## config.mk

```make
export PLATFORM = sky130hd
export DESIGN_NAME = ps2_kbd_rx
export DESIGN_NICKNAME = d
export VERILOG_FILES = /design/src/rtl/ps2_pkg.sv /design/src/rtl/ps2_fifo.sv /design/src/rtl/ps2_kbd_rx.sv
export SDC_FILE = /design/constraint.sdc
export NUM_CORES = 1
export LEC_CHECK = 0
export ABC_AREA = 1
export ABC_CLOCK_PERIOD_IN_PS = 6050
export CELL_PAD_IN_SITES_DETAIL_PLACEMENT = 0
export CELL_PAD_IN_SITES_GLOBAL_PLACEMENT = 2
export CORE_ASPECT_RATIO = 0.6
export CORE_UTILIZATION = 43
export DETAILED_ROUTE_END_ITERATION = 10
export PLACE_DENSITY_LB_ADDON = 0.1
export SETUP_SLACK_MARGIN = 0.5
export SLEW_MARGIN = 5
export SYNTH_ARGS = -nofsm -noshare
export SYNTH_HDL_FRONTEND = slang
export SYNTH_SLANG_ARGS = --single-unit
```

## constraint.sdc

```tcl
create_clock -name clk -period 6.05 [get_ports clk]
set_input_delay 0.9075 -clock clk [delete_from_list [all_inputs] [get_ports clk]]
set_output_delay 0.9075 -clock clk [all_outputs]
set_load 0.02 [all_outputs]
```

## src/rtl/ps2_pkg.sv

```systemverilog
// Shared types and helpers for the PS/2 keyboard receiver.
package ps2_pkg;

  localparam int unsigned PS2_DATA_BITS = 8;

  typedef enum logic [1:0] {
    IDLE,
    DATA,
    PARITY,
    STOP
  } ps2_state_e;

  // True when data plus parity hold an odd number of ones.
  function automatic logic odd_parity_ok(input logic [PS2_DATA_BITS-1:0] data,
                                         input logic                     par);
    return ^{data, par};
  endfunction

endpackage

```

## src/rtl/ps2_fifo.sv

```systemverilog
// Count-based synchronous FIFO; head word and flags are registered.
module ps2_fifo #(
  parameter int unsigned FIFO_AW = 3
) (
  input  logic       clk,
  input  logic       rst,
  input  logic       push,
  input  logic       pop,
  input  logic [7:0] din,
  output logic [7:0] dout,
  output logic       empty,
  output logic       full
);

  localparam int unsigned DEPTH = 1 << FIFO_AW;
  localparam int unsigned CW    = FIFO_AW + 1;

  logic [7:0]         mem [DEPTH];
  logic [FIFO_AW-1:0] wr_ptr;
  logic [FIFO_AW-1:0] rd_ptr;
  logic [FIFO_AW-1:0] rd_nxt_c;
  logic [CW-1:0]      count;
  logic [CW-1:0]      count_nxt_c;
  logic [7:0]         head_nxt_c;
  logic               push_ok_c;
  logic               pop_ok_c;

  // A pop on an empty FIFO is ignored; a push when full only fits if a pop frees a slot.
  assign pop_ok_c  = pop && !empty;
  assign push_ok_c = push && (!full || pop_ok_c);
  assign rd_nxt_c  = rd_ptr + FIFO_AW'(pop_ok_c);

  // Next occupancy and the word that will sit at the head next cycle.
  always_comb begin
    count_nxt_c = count;
    head_nxt_c  = 8'h00;
    if (push_ok_c && !pop_ok_c) begin
      count_nxt_c = count + CW'(1);
    end else if (pop_ok_c && !push_ok_c) begin
      count_nxt_c = count - CW'(1);
    end
    if (count_nxt_c == '0) begin
      head_nxt_c = 8'h00;
    end else if (push_ok_c && (rd_nxt_c == wr_ptr)) begin
      head_nxt_c = din;
    end else begin
      head_nxt_c = mem[rd_nxt_c];
    end
  end

  // Pointers, occupancy, flags and registered head.
  always_ff @(posedge clk) begin
    if (!rst) begin
      wr_ptr <= '0;
      rd_ptr <= '0;
      count  <= '0;
      dout   <= 8'h00;
      empty  <= 1'b1;
      full   <= 1'b0;
    end else begin
      if (push_ok_c) begin
        wr_ptr <= wr_ptr + FIFO_AW'(1);
      end
      rd_ptr <= rd_nxt_c;
      count  <= count_nxt_c;
      dout   <= head_nxt_c;
      empty  <= (count_nxt_c == '0);
      full   <= (count_nxt_c == CW'(DEPTH));
    end
  end

  // Storage array; contents need no reset.
  always_ff @(posedge clk) begin
    if (push_ok_c) begin
      mem[wr_ptr] <= din;
    end
  end

endmodule

```

## src/rtl/ps2_kbd_rx.sv

```systemverilog
// PS/2 keyboard receiver: line conditioning, frame decode and scan-code FIFO.
module ps2_kbd_rx #(
  parameter int unsigned FIFO_AW    = 3,
  parameter int unsigned FILTER_LEN = 4,
  parameter int unsigned TIMEOUT    = 50000
) (
  input  logic       clk,
  input  logic       rst,
  input  logic       ps2_clk,
  input  logic       ps2_data,
  input  logic       rd_ack,
  output logic [7:0] ps2_key,
  output logic       ps2_ready,
  output logic       overflow,
  output logic       frame_err
);
  import ps2_pkg::*;

  localparam int unsigned FW  = $clog2(FILTER_LEN + 1);
  localparam int unsigned TW  = $clog2(TIMEOUT + 1);
  localparam int unsigned BCW = $clog2(PS2_DATA_BITS);

  // Lane 0 is the keyboard clock, lane 1 the keyboard data.
  logic [1:0]               raw_c;
  logic [1:0]               meta;
  logic [1:0]               sync;
  logic [1:0]               filt;
  logic [FW-1:0]            fcnt [2];
  logic                     clk_filt_d;
  logic                     fall_c;

  ps2_state_e               state;
  logic [BCW-1:0]           bit_cnt;
  logic [PS2_DATA_BITS-1:0] shreg;
  logic                     par_bit;
  logic [TW-1:0]            tcnt;
  logic                     frame_good_c;
  logic                     push_c;

  logic                     fifo_empty;
  logic                     fifo_full;

  assign raw_c = {ps2_data, ps2_clk};

  // Two-flop synchroniser followed by a hold-for-FILTER_LEN-cycles filter per line.
  always_ff @(posedge clk) begin
    if (!rst) begin
      meta       <= 2'b11;
      sync       <= 2'b11;
      filt       <= 2'b11;
      fcnt[0]    <= '0;
      fcnt[1]    <= '0;
      clk_filt_d <= 1'b1;
    end else begin
      meta       <= raw_c;
      sync       <= meta;
      clk_filt_d <= filt[0];
      for (int i = 0; i < 2; i++) begin
        if (sync[i] == filt[i]) begin
          fcnt[i] <= '0;
        end else if (fcnt[i] == FW'(FILTER_LEN - 1)) begin
          filt[i] <= sync[i];
          fcnt[i] <= '0;
        end else begin
          fcnt[i] <= fcnt[i] + FW'(1);
        end
      end
    end
  end

  assign fall_c       = clk_filt_d & ~filt[0];
  assign frame_good_c = filt[1] && odd_parity_ok(shreg, par_bit);
  assign push_c       = fall_c && (state == STOP) && frame_good_c;

  // Frame decoder clocked by filtered falling edges, with a mid-frame watchdog.
  always_ff @(posedge clk) begin
    if (!rst) begin
      state     <= IDLE;
      bit_cnt   <= '0;
      shreg     <= '0;
      par_bit   <= 1'b0;
      tcnt      <= '0;
      frame_err <= 1'b0;
    end else begin
      frame_err <= 1'b0;
      if ((state != IDLE) && !fall_c && (tcnt == TW'(TIMEOUT - 1))) begin
        state     <= IDLE;
        bit_cnt   <= '0;
        shreg     <= '0;
        tcnt      <= '0;
        frame_err <= 1'b1;
      end else begin
        if ((state == IDLE) || fall_c) begin
          tcnt <= '0;
        end else begin
          tcnt <= tcnt + TW'(1);
        end
        if (fall_c) begin
          case (state)
            IDLE: begin
              if (!filt[1]) begin
                state   <= DATA;
                bit_cnt <= '0;
              end
            end
            DATA: begin
              shreg   <= {filt[1], shreg[PS2_DATA_BITS-1:1]};
              bit_cnt <= bit_cnt + BCW'(1);
              if (bit_cnt == BCW'(PS2_DATA_BITS - 1)) begin
                state <= PARITY;
              end
            end
            PARITY: begin
              par_bit <= filt[1];
              state   <= STOP;
            end
            STOP: begin
              frame_err <= !frame_good_c;
              state     <= IDLE;
            end
            default: state <= IDLE;
          endcase
        end
      end
    end
  end

  // Sticky overflow: set on a dropped byte, cleared by the next accepted pop.
  always_ff @(posedge clk) begin
    if (!rst) begin
      overflow <= 1'b0;
    end else if (push_c && fifo_full && !rd_ack) begin
      overflow <= 1'b1;
    end else if (rd_ack && !fifo_empty) begin
      overflow <= 1'b0;
    end
  end

  ps2_fifo #(
    .FIFO_AW(FIFO_AW)
  ) u_fifo (
    .clk  (clk),
    .rst  (rst),
    .push (push_c),
    .pop  (rd_ack),
    .din  (shreg),
    .dout (ps2_key),
    .empty(fifo_empty),
    .full (fifo_full)
  );

  assign ps2_ready = ~fifo_empty;

endmodule
```

==> reports/qor.yml <==
outcome: "finished clean"
grt_max_degree: 35
hold_path_class: "flop to flop"
mostFrequentLayoutCells: "nand2_1, nor2_1, edfxtp_1"
nNetsFinal: 642
syn_area_per_cell_um2: 9.567
drv_slew: 0
cp_common_cell: "inv_1"
drc_errors: 0
max_cap_violations: 0
numCtsBuffers: 17
cts_sinks: 129
place_congestion: 0.8494
rsz0062_at_grt: "no"
ys_ff_latch: 129
track_usage_pct: 20.62
crit_buf_inv: 4
tns_ps: 0
cp-start-kind: "input port"
muxShareOfSynthArea_pct: 0
setup_viol: 0
cp_slowest_stage_delay_ps: 630
post-cts-setup-buffers: 0
place.port_buffers: 15
hold_ws_ps: 411.1
skew_ps: 7.790
yosysWarnings: 0
synth_seq_area_share_pct: 57.87
synthXorXnorAreaFrac_pct: 1.522
area.growth.synth_to_final_pct: 15.90
postRouteAntennaNets: 0
arrival_ps: 4270
max_freq_mhz: 252.4
peakVddDrop_uv: 207.2
synth_compound_area_share_pct: 12.35
clkLatencyLatePin_ps: 420
crit_chain: "clkdlybuf4s50_1 > inv_1 > nor2_1 > ha_1 > ha_1 > inv_1 > nor2_1 > a2111oi_1 > nand2_4 > o211ai_1 > o21ai_2 > inv_1 > nor2_2"
die_h_um: 90.97
finalHoldViolCount: 0
rows: 32
io_pins: 16
hpwl_mm: 8.933
wl_per_cell_um: 15.99
dieArea_um2: 13670
core-area_um2: 12850
p_per_area_nw_per_um2: 358.1
synth_cells: 593
synthSimpleGateAreaFrac_pct: 18.84
cts_buffer_depth: 2
crit_family: "buffers and inverters"
placed_cells: 772
first_iter_violations: 297
crit_fanout: 19
synth_area_um2: 5673
grt_antenna_before_repair: 0
cts_tree: "yes"
synth_top_family_by_area: "simple AND/OR/NAND/NOR gates"
period_minus_slack_ps: 3962
grt_pass1_vias: 3872
final_common_cell: "nand2_1"
cpMaxStageDelayCell: "a2111oi_1"
viasPerCell: 5.125
synth_ff_type: "edfxtp_1"
slew_headroom_pct: 22.45
p_leak_nw: 2.496
firstDrtPassIters: 4
min_period_over_period_pct: 65.49
drive_above_1_share_pct: 12.64
path_class: "input port to flop"
routed_wl_mm: 12.84
synth_cell_types: 40
ctsResizeCount: 0
synth_edf_count: 70
holdBufCountCts: 0
cts_root_buf: "clkbuf_16"
worst_pin_slew_ps: 1154
fp.dieW_um: 150.3
num_vias: 4115
start_util_pct: 44.14
grt_overflow_total: 0
clk_transition_reported_paths_ps: 60
cts_htree_levels: 4
crit_required_ps: 6350
grt_pass1_wl_mm: 20.60
async_reset_ff_share_pct: 0
n_antenna_cell: 0
layout.cells.non_filler: 803
critical_path.endpoint_type: "flop"
synthAdderAreaFrac_pct: 3.529
[per-stage QoR]
step	setup WS (ps)	instance area, um2	power, mW	utilization, %
after detailed placement	1790	6032	1.421	46.93
after floorplan	2951	5692	1.286	-
after CTS	2174	6575	2.370	51.16
final	2088	6575	2.355	51.16
after global placement	1933	6032	1.420	46.93
after global routing	1986	6575	2.461	51.16
[sequential cells by signal, indices dropped and copies added, names as in the netlist, 2 cells and up]
register	count
u_fifo.dout	8
tcnt	16
sync	2
state	2
filt	2
bit_cnt	3
u_fifo.count	4
fcnt	6
u_fifo.rd_ptr	3
u_fifo.mem	64
meta	2
u_fifo.wr_ptr	3
shreg	8
[cell families (layout without fill, tap and decap cells)]
group | after synthesis | in the layout
DFF | 129 | 129
AOI/OAI and AO/OA | 115 | 115
and+or+nand+nor | 237 | 237
adders and majority gates | 16 | 16
other | 1 | 6
buffers and inverters | 86 | 121
xor gates and xnor gates | 9 | 9
[path summary, 6_finish.rpt]
| kind | to | slack, ps | from | cells after the start |
|---|---|---|---|---|
| worst max-delay path | u_fifo.dout[4]$_SDFF_PP0_ | 2090 | rd_ack | 13 |
| worst min-delay path | sync[0]$_SDFF_PN1_ | 410 | meta[0]$_SDFF_PN1_ | 1 |
| worst max register to register | u_fifo.mem[7][3]$_DFFE_PP_ | 2690 | shreg[0]$_SDFFE_PP0P_ | 12 |
| worst min register to register | sync[0]$_SDFF_PN1_ | 410 | meta[0]$_SDFF_PN1_ | 1 |
[layout make-up]
cell class                 count  area [um2]
clock inverter                14       117.6
timing repair buffer          22       202.7
inverter                      68       255.2
fill                        1143        6277
sequential                   129        3283
multi-input combinational    383        2078
tap                          170       212.7
clock buffer                  17       425.4
[where the power goes]
part / total (mW) / internal [mW] / switching, mW
clock network: 0.946 / 0.559 / 0.387
registers: 0.977 / 0.954 / 0.0230
logic: 0.432 / 0.147 / 0.285
[worst register-to-register path, delay by kind of cell, from the launching register on]
family / cells / cell delay (ps)
and+or+nand+nor: 9 / 1730
AOI/OAI and AO/OA: 1 / 350
DFF: 1 / 680
buffers and inverters: 2 / 220
[cell usage after synthesis (2+ instances only)]
cell type	n	area (um2)
o21bai_1	3	22.52
or2_2	5	31.28
nand3_2	3	30.03
ha_1	16	200.2
o21ai_2	6	52.55
xnor2_1	2	17.52
o221ai_1	8	70.07
and3_1	2	12.51
o211ai_2	2	25.02
clkbuf_1	14	52.55
nor2_2	10	62.56
nor2_1	74	277.8
inv_2	6	22.52
a21oi_1	32	160.2
o211ai_1	8	60.06
nand3_1	25	125.1
buf_1	3	11.26
dfxtp_1	59	1181
o21ai_0	42	210.2
o22ai_1	8	50.05
inv_1	62	232.7
nand2_2	5	31.28
nand2_4	2	22.52
nor3_1	11	55.05
nand2_1	91	341.6
xor2_1	6	52.55
o21ai_1	2	10.01
nand4_1	5	31.28
edfxtp_1	70	2102
[layer usage]
layer / up-vias / track usage (%) / share of wire, %
met3: 14 / 5.327 / 7.0
met4: 0 / 8.754 / 1.1
met5: - / 0 / 0
met1: 1934 / 32.01 / 53
met2: 105 / 26.31 / 39
li1: 2062 / - / -
Power figures use the tool's default switching activity.
